<file path="src/rtl/fact_accel.sv">
// rtl/fact_accel.sv - memory-mapped iterative factorial accelerator (optional irq via FACT_ACCEL_IRQ_EN)
module fact_accel #(
    parameter int DATA_W = 32,
    parameter int N_W    = 4,
    parameter int MAX_N  = 12
) (
    input  logic              clk,
    input  logic              rst,
    input  logic              we,
    input  logic [1:0]        a,
    input  logic [DATA_W-1:0] wd,
    output logic [DATA_W-1:0] rd
`ifdef FACT_ACCEL_IRQ_EN
    ,
    output logic              irq
`endif
);

    typedef enum logic [1:0] {
        S_IDLE = 2'd0,
        S_BUSY = 2'd1,
        S_FIN  = 2'd2
    } state_t;

    state_t state, state_nxt;

    logic [N_W-1:0]    n_reg;
    logic [N_W-1:0]    cnt;
    logic [DATA_W-1:0] acc;
    logic [DATA_W-1:0] result;
    logic              go_reg;
    logic              done;
    logic              err;

    logic is_idle, is_busy, is_fin;
    logic wr_n, wr_go, go_ok, go_err;
    logic n_too_big, cnt_le1;

    // Only the low N_W bits and bit 0 of the write bus carry meaning here.
    logic wd_unused;
    assign wd_unused = ^wd[DATA_W-1:N_W];

    // Register writes are only accepted while IDLE; this is what keeps N and GO stable mid-run.
    assign wr_n      = we && (a == 2'd0) && is_idle;
    assign wr_go     = we && (a == 2'd1) && wd[0] && is_idle;
    assign n_too_big = 32'(n_reg) > 32'(MAX_N);
    assign go_ok     = wr_go && !n_too_big;
    assign go_err    = wr_go && n_too_big;
    assign cnt_le1   = cnt <= N_W'(1);

    // State register
    always_ff @(posedge clk or negedge rst) begin
        if (!rst) state <= S_IDLE;
        else      state <= state_nxt;
    end

    // Next-state logic: an out-of-range GO never leaves IDLE
    always_comb begin
        state_nxt = state;
        case (state)
            S_IDLE:  if (go_ok) state_nxt = S_BUSY;
            S_BUSY:  if (cnt_le1) state_nxt = S_FIN;
            S_FIN:   state_nxt = S_IDLE;
            default: state_nxt = S_IDLE;
        endcase
    end

    // State decodes used by the datapath
    always_comb begin
        is_idle = 1'b0;
        is_busy = 1'b0;
        is_fin  = 1'b0;
        case (state)
            S_IDLE:  is_idle = 1'b1;
            S_BUSY:  is_busy = 1'b1;
            S_FIN:   is_fin  = 1'b1;
            default: is_idle = 1'b1;
        endcase
    end

    // Datapath: operand, accumulator/counter, result and sticky status flags
    always_ff @(posedge clk or negedge rst) begin
        if (!rst) begin
            n_reg  <= '0;
            cnt    <= '0;
            acc    <= '0;
            result <= '0;
            go_reg <= 1'b0;
            done   <= 1'b0;
            err    <= 1'b0;
        end else begin
            if (wr_n) n_reg <= wd[N_W-1:0];
            if (wr_go) begin
                done <= 1'b0;
                err  <= 1'b0;
                if (n_too_big) begin
                    err    <= 1'b1;
                    done   <= 1'b1;
                    result <= '0;
                end else begin
                    acc    <= {{(DATA_W-1){1'b0}}, 1'b1};
                    cnt    <= n_reg;
                    go_reg <= 1'b1;
                end
            end
            if (is_busy && !cnt_le1) begin
                acc <= acc * DATA_W'(cnt);
                cnt <= cnt - N_W'(1);
            end
            if (is_fin) begin
                result <= acc;
                done   <= 1'b1;
                go_reg <= 1'b0;
            end
        end
    end

    // Combinational read mux; STATUS is naturally 0 mid-run because GO cleared the flags
    always_comb begin
        rd = '0;
        case (a)
            2'd0: rd = {{(DATA_W-N_W){1'b0}}, n_reg};
            2'd1: rd = {{(DATA_W-1){1'b0}}, go_reg};
            2'd2: rd = {{(DATA_W-2){1'b0}}, err, done};
            2'd3: rd = result;
            default: rd = '0;
        endcase
    end

`ifdef FACT_ACCEL_IRQ_EN
    // Interrupt: set on completion or error GO; cleared by a STATUS read or accepted GO; set wins
    always_ff @(posedge clk or negedge rst) begin
        if (!rst)                          irq <= 1'b0;
        else if (is_fin || go_err)         irq <= 1'b1;
        else if ((!we && a == 2'd2) || wr_go) irq <= 1'b0;
    end
`endif

endmodule

</file>
<file path="config.mk">
export PLATFORM = sky130hd
export DESIGN_NAME = fact_accel
export DESIGN_NICKNAME = d
export VERILOG_FILES = /design/src/rtl/fact_accel.sv
export SDC_FILE = /design/constraint.sdc
export NUM_CORES = 1
export LEC_CHECK = 0
export CAP_MARGIN = 20
export CORE_MARGIN = 10
export CORE_UTILIZATION = 24
export DETAILED_ROUTE_END_ITERATION = 10
export SLEW_MARGIN = 15
export SYNTH_ARGS = -nofsm -noshare
export SYNTH_HDL_FRONTEND = slang
export SYNTH_SLANG_ARGS = --single-unit
</file>
<file path="constraint.sdc">
create_clock -name clk -period 5.7 [get_ports clk]
set_clock_uncertainty 0.15 [all_clocks]
set_input_delay 0.57 -clock clk [delete_from_list [all_inputs] [get_ports clk]]
set_output_delay 0.57 -clock clk [all_outputs]
set_load 0.1 [all_outputs]
</file>
==> qor_table.md, run 1 <==
| Parameter | This run | Unit |
|:---|:---|:---|
| Run status | finished, violations left | - |
| Violations in the final reports | hold timing | - |
| Die Span X | 192 | um |
| Quantity of I/O buffers inserted on ports | 40 | - |
| Slew @ Worst Pin | 1030 | ps |
| Crit start category | register | - |
| Post-route DRC violation count | 0 | - |
| RSZ-0062 raised after global routing | false | - |
| Cells resized by post-CTS repair | 0 | - |
| Final ANT Viol Nets | 0 | - |
| Power per standard cell area | 570 | nW/um^2 |
| Share of the synthesized area in the top cell type | 0.271 | - |
| H-tree depth | 3 | - |
| WP depth | 14 | - |
| Highest-delay cell along the critical path | sky130_fd_sc_hd__dfrtp_1 | - |
| Worst hold slack | -16.3 | ps |
| Final net count | 957 | - |
| Number of enable flip-flop cells after synthesis | 0 | - |
| Number of hold-slack violations in the final timing report | 16 | - |
| Total CTS buffers | 9 | - |
| Most common library cell in the layout ignoring fill and taps | sky130_fd_sc_hd__inv_1 | - |
| Largest registers | acc: 32 flops, result: 32 flops | - |
| First-pass GRT wire length | 31500 | um |
| Per-instance average area after synthesis | 8.78 | sq um |
| CTS tree | yes | - |
| Number of cells produced by synthesis | 810 | - |
| Cell type with the highest aggregate area in the netlist | sky130_fd_sc_hd__dfrtp_1 | - |
| Total half-perimeter wirelength after legalization and detailed placement | 13100 | um |
| Area Growth Syn to Fin | 15.4 | % |
| Setup Total Neg Slack | 0 | ps |
| Syn_nets | 941 | - |
| Rel. slew slack | 0.308 | - |
| Share of cells above drive strength 1 | 0.0578 | - |
| Count of synthesis-stage warnings from yosys | 0 | - |
| Die outline height | 192 | um |
| Final std cells w/o fill | 1214 | - |
| Routability-driven placement congestion ratio | 0.858 | - |
| Worst-case vdd ir drop | 0.000163 | V |
| Commonest cells after routing, fill and taps aside | sky130_fd_sc_hd__inv_1, sky130_fd_sc_hd__and2_1, sky130_fd_sc_hd__nand2_1 | - |
| Post-synthesis cell type count | 58 | - |
| Number of max-slew violations in the final report | 0 | - |
| Number of cell rows | 62 | - |
| Floorplan core area | 28900 | sq um |
| Flops & latches, synth | 77 | - |
| Global Route Usage Sum | 0.105 | - |
| First-iteration detailed-routing DRC count | 353 | - |
| Top FF cell, synth | sky130_fd_sc_hd__dfrtp_1 | - |
| Overflow left after global routing | 0 | - |
| Root Buffer Master | sky130_fd_sc_hd__clkbuf_16 | - |
| Top achievable clock speed | 222 | MHz |
| Static leakage | 0.00390 | uW |
| Number of cells on the worst reg-to-reg path | 14 | - |
| Count of fill cells added during filler insertion | 3084 | - |
| Kind of end point of the critical path | register | - |
| Cell type group with the largest total delay on the critical path | adder cells | - |
| Vias in the first global route | 5965 | - |
| Avg WL per Cell | 15.1 | um |
| Pin count of the biggest net entering global routing | 78 | - |
| Number of antenna violations at the first check in global routing | 0 | - |
| Diode insertion count for antenna repair | 0 | - |
| Arrival time worst endpoint | 4640 | ps |
| Count of boundary I/O pins | 69 | - |
| Initial Util | 0.246 | - |
| R2r setup slk | 1190 | ps |
| Type of the worst setup path | register to register | - |
| DR vias/cell | 4.68 | - |
| Number of iterations in the first detailed-routing pass | 4 | - |
| Minimum clock period after layout | 4510 | ps |
| Async set-reset flop share out of synthesis | 1.00 | - |
| Hold Path Class | input port to asynchronous set/reset pin | - |
| Post-Route WL | 18300 | um |
| Bufs on Longest Clock Path | 2 | - |
| Number of setup buffers added after CTS | 0 | - |
| Clock-pin transition on the worst setup and hold timing paths | 60 | ps |
| Final setup violating endpoints | 0 | - |
| Floorplan die area | 36900 | sq um |
| Largest cells by area after synthesis | sky130_fd_sc_hd__dfrtp_1, sky130_fd_sc_hd__fa_1, sky130_fd_sc_hd__and2_1 | - |
| Crit path buf inv count | 3 | - |
| CP required | 5830 | ps |
| Clock latency on the worst-skew pair | 350 | ps |
| Clock net sink count | 77 | - |
| Number of buffers inserted for hold repair after clock tree synthesis | 0 | - |
| Number of placed cells counting well taps | 1197 | - |
| Reported max-cap violation count | 0 | - |
| Netlist area before placement | 7110 | sq um |
| Delay contributed by the slowest stage of the critical path | 680 | ps |
| Vias after detailed routing | 5676 | - |
| Ordered list of cells on the worst path | buf_4 -> and2_1 -> fa_1 -> inv_1 -> fa_1 -> inv_1 -> ha_1 -> a21oi_1 -> o21ai_0 -> a211oi_1 -> o31ai_2 -> a31oi_1 -> or4_1 -> nand3_1 | - |
| Post-synthesis sequential area ratio | 0.271 | - |
| Maximum fanout encountered on the critical timing path | 20 | - |
| Tcrit/Tclk final | 0.792 | - |
logic make-up (layout without fill, tap and decap cells):
| logic type | count (synthesis) | after routing | share of synthesized area |
|---|---|---|---|
| buf+inv | 161 | 181 | 0.0869 |
| flops | 77 | 77 | 0.271 |
| compound gates | 173 | 173 | 0.172 |
| simple gates | 269 | 269 | 0.197 |
| fa+ha+maj | 94 | 94 | 0.226 |
| xor+xnor | 29 | 29 | 0.0357 |
| mux | 7 | 7 | 0.0125 |
final timing paths:
path / start / endpoint
max in group asynchronous: rst / cnt[3]
worst max register to register: cnt[2] / acc[31]
worst min-delay path: rst / acc[4]
min in group clk: err / err
worst max-delay path: cnt[2] / acc[31]
worst min register to register: err / err
synth_stat cells (all sizes together), types with 17 or more instances:
library cell and instances:
xor2 17, nor2 31, ha 37, a22o 41
nand2 85, and3 33, dfrtp 77, o21ai 47
and2 89, fa 57, a21oi 36, clkbuf 37
inv 116
cell type report:
cell class                 count  area (sq um)  share of cell area
clock buffer                  12           267              0.0325
clock inverter                 3          20.0             0.00244
inverter                     116           435              0.0530
multi-input combinational    572          4580               0.558
sequential                    77          1930               0.235
tap                          384           480              0.0585
timing repair buffer          50           497              0.0605
worst reg2reg max path, cell delays in order, from the launching register on:
cell and delay (ps):
sky130_fd_sc_hd__dfrtp_1 680, sky130_fd_sc_hd__buf_4 360, sky130_fd_sc_hd__and2_1 170, sky130_fd_sc_hd__fa_1 500, sky130_fd_sc_hd__inv_1 50, sky130_fd_sc_hd__fa_1 530
sky130_fd_sc_hd__inv_1 40, sky130_fd_sc_hd__ha_1 420, sky130_fd_sc_hd__a21oi_1 150, sky130_fd_sc_hd__o21ai_0 300, sky130_fd_sc_hd__a211oi_1 140, sky130_fd_sc_hd__o31ai_2 180
sky130_fd_sc_hd__a31oi_1 140, sky130_fd_sc_hd__or4_1 540, sky130_fd_sc_hd__nand3_1 90
metal layers:
layer | wire (um) | GRT usage
met5 | 0 | 0
met4 | 290 | 0.0316
met3 | 866 | 0.0192
met2 | 8650 | 0.174
met1 | 8530 | 0.134
power breakdown:
group | internal [uW] | switching (uW)
combinational | 1130 | 1910
clock | 328 | 235
sequential | 758 | 316
metrics by stage:
stage	total power (uW)	area (sq um)	setup WS (ps)	hold slack, ps	utilization
finish	4680	8210	1190	-16.3	0.284
global route	5190	8210	936	6.75	0.284
CTS	4700	8170	985	298	0.282
detailed placement	4100	7880	1000	318	0.272
global placement	4050	7880	1070	310	0.272
floorplan	3380	7110	1880	124	-
No activity file was read; power rests on OpenSTA's default activity.
==> inputs of run 2 (changes only) <==
==> constraint.sdc (replaced) <==
create_clock -name clk -period 4.4 [get_ports clk]
set_clock_uncertainty 0.15 [all_clocks]
set_input_delay 0.44 -clock clk [delete_from_list [all_inputs] [get_ports clk]]
set_output_delay 0.44 -clock clk [all_outputs]
set_load 0.1 [all_outputs]
==> run 2 against run 1 <==
Effect of this change:
- the run now ends clean
- critical path depth unchanged
- sequential share of layout area decreased by 0.24 points
- setup slack got worse by 950 ps
- die area unchanged
- total power increased by 34%
- sequential power increased by 23%
- sequential cell count unchanged
- non-clock buffer count increased by 16
- clock power increased by 40%
- utilization increased by 0.32 points
- combinational power increased by 37%
- register-to-register slack got worse by 950 ps
- largest cell class unchanged
- largest power group unchanged
- highest routed layer unchanged
==> qor_table.md, run 2 (synthesized netlist as in run 1, its figures left out) <==
| Parameter | This run | Unit | Delta |
|:---|:---|:---|:---|
| RSZ-0062 raised after global routing | false | - | unchanged |
| Slew @ Worst Pin | 766 | ps | was 1030 ps |
| Vias in the first global route | 5734 | - | was 5965 |
| Static leakage | 0.00406 | uW | was 0.00390 uW |
| Rel. slew slack | 0.482 | - | was 0.308 |
| Top achievable clock speed | 240 | MHz | was 222 MHz |
| Root Buffer Master | sky130_fd_sc_hd__clkbuf_16 | - | unchanged |
| Tcrit/Tclk final | 0.946 | - | was 0.792 |
| Clock net sink count | 77 | - | unchanged |
| Minimum clock period after layout | 4160 | ps | was 4510 ps |
| DR vias/cell | 4.60 | - | was 4.68 |
| Floorplan die area | 36900 | sq um | unchanged |
| Post-route DRC violation count | 0 | - | unchanged |
| Bufs on Longest Clock Path | 2 | - | unchanged |
| Setup Total Neg Slack | 0 | ps | unchanged |
| Number of antenna violations at the first check in global routing | 0 | - | unchanged |
| Type of the worst setup path | register to register | - | unchanged |
| First-iteration detailed-routing DRC count | 272 | - | was 353 |
| Number of cells on the worst reg-to-reg path | 14 | - | unchanged |
| Maximum fanout encountered on the critical timing path | 12 | - | was 20 |
| Pin count of the biggest net entering global routing | 78 | - | unchanged |
| First-pass GRT wire length | 30700 | um | was 31500 um |
| Initial Util | 0.246 | - | unchanged |
| R2r setup slk | 240 | ps | was 1190 ps |
| Power per standard cell area | 758 | nW/um^2 | was 570 nW/um^2 |
| Diode insertion count for antenna repair | 0 | - | unchanged |
| Final ANT Viol Nets | 0 | - | unchanged |
| Area Growth Syn to Fin | 16.7 | % | was 15.4% |
| Clock-pin transition on the worst setup and hold timing paths | 60 | ps | about the same |
| Number of cell rows | 62 | - | unchanged |
| CP required | 4530 | ps | was 5830 ps |
| Quantity of I/O buffers inserted on ports | 40 | - | unchanged |
| Largest registers | acc: 32 flops, result: 32 flops | - | unchanged |
| Number of iterations in the first detailed-routing pass | 4 | - | unchanged |
| Delay contributed by the slowest stage of the critical path | 550 | ps | was 680 ps |
| Total CTS buffers | 9 | - | unchanged |
| Most prevalent standard cell on the critical path | sky130_fd_sc_hd__inv_1 | - |  |
| Worst reg2reg path endpoint | acc[31] | - | unchanged |
| Share of cells above drive strength 1 | 0.113 | - | was 0.0578 |
| Most common library cell in the layout ignoring fill and taps | sky130_fd_sc_hd__inv_1 | - | unchanged |
| Launch point of the critical path | cnt[1] | - | was cnt[2] |
| Final critical-path setup slack | 239 | ps | was 1190 ps |
| Post-Route WL | 18500 | um | was 18300 um |
| Ordered list of cells on the worst path | buf_4 -> and2_1 -> fa_1 -> inv_1 -> fa_1 -> inv_1 -> ha_1 -> inv_1 -> o21ai_0 -> a211oi_1 -> o31ai_2 -> a31oi_1 -> or4_1 -> nand3_1 | - | was buf_4 -> and2_1 -> fa_1 -> inv_1 -> fa_1 -> inv_1 -> ha_1 -> a21oi_1 -> o21ai_0 -> a211oi_1 -> o31ai_2 -> a31oi_1 -> or4_1 -> nand3_1 |
| Crit start category | register | - | unchanged |
| Worst hold slack | 335 | ps | was -16.3 ps |
| Reported max-cap violation count | 0 | - | unchanged |
| Global Route Usage Sum | 0.104 | - | was 0.105 |
| Die outline height | 192 | um | unchanged |
| Commonest cells after routing, fill and taps aside | sky130_fd_sc_hd__inv_1, sky130_fd_sc_hd__and2_1, sky130_fd_sc_hd__nand2_1 | - | unchanged |
| Run status | completed | - | was finished, violations left |
| Kind of end point of the critical path | register | - | unchanged |
| Die Span X | 192 | um | unchanged |
| Final net count | 973 | - | was 957 |
| Number of hold-slack violations in the final timing report | 0 | - | was 16 |
| Routability-driven placement congestion ratio | 0.873 | - | was 0.858 |
| Count of fill cells added during filler insertion | 3086 | - | was 3084 |
| Number of max-slew violations in the final report | 0 | - | unchanged |
| Arrival time worst endpoint | 4290 | ps | was 4640 ps |
| Critical Path Sink | acc[31] | - | unchanged |
| Final setup violating endpoints | 0 | - | unchanged |
| Startpoint of the most critical register-to-register path | cnt[1] | - | was cnt[2] |
| Highest-delay cell along the critical path | sky130_fd_sc_hd__dfrtp_1 | - | unchanged |
| Vias after detailed routing | 5663 | - | was 5676 |
| Count of boundary I/O pins | 69 | - | unchanged |
| Total half-perimeter wirelength after legalization and detailed placement | 13400 | um | was 13100 um |
| Hold Path Class | register to register | - | was input port to asynchronous set/reset pin |
| Overflow left after global routing | 0 | - | unchanged |
| Worst-case vdd ir drop | 0.000259 | V | was 0.000163 V |
| CTS tree | yes | - | unchanged |
| Clock latency on the worst-skew pair | 350 | ps | about the same |
| Worst slack at placement | 143 | ps | was 1000 ps |
| H-tree depth | 3 | - | unchanged |
| Avg WL per Cell | 15.0 | um | was 15.1 um |
| Floorplan core area | 28900 | sq um | unchanged |
| Hold path startpoint | err | - |  |
==> run 2: area by class of cell <==
class	count	area [sq um]	area share
Multi-Input combinational cell	572	4580	0.552
Clock inverter	3	42.5	0.00513
Sequential cell	77	1930	0.232
Timing Repair Buffer	66	561	0.0675
Inverter	116	435	0.0525
Tap cell	384	480	0.0579
Clock buffer	13	270	0.0326
==> run 2: worst min-delay path by stage <==
stage,to,slack (ps),depth (start not counted)
final,err,340,1
after global routing,done,360,2
after CTS,acc[7],170,1
after detailed placement,done,320,2
after global placement,done,310,2
after floorplan,acc[0],-6,0
==> run 2: metal layers <==
metal  vias up  GRT usage  share of wire
li1       2747          -              -
met1      2828      0.136           0.48
met2        70      0.168           0.47
met3        18     0.0174          0.032
met4         0     0.0349          0.017
met5         -          0              0
==> run 2: where the power goes <==
| part | switching, uW | total (uW) | leakage [uW] | internal [uW] |
|---|---|---|---|---|
| logic | 2600 | 4180 | 0.00291 | 1580 |
| clock network | 304 | 789 | 0.000152 | 485 |
| registers | 335 | 1320 | 0.000996 | 985 |
| total | 3240 | 6290 | 0.00406 | 3050 |
==> run 2: repair_timing <==
action,4_1_cts,5_1_grt
endpoints found under the setup margin,0,15
hold buffers,0,1
setup buffers,0,0
gates resized for setup,0,2
hold endpoints to repair,0,21
==> run 2: metrics by stage <==
stage	utilization	cells	total power, uW	cell area, sq um
finish	0.287	1231	6290	8300
global route	0.287	1231	6950	8300
CTS	0.285	1229	6330	8260
detailed placement	0.275	1213	5480	7950
global placement	0.275	1213	5410	7950
floorplan	-	810	4370	7110
==> run 2: critical path: cells and delay by family, from the launching register on <==
kind	cells	cell delay [ps]
DFF	1	550
and+or+nand+nor	3	790
buffers and inverters	4	410
AOI/OAI and AO/OA	4	750
adders and majority gates	3	1440
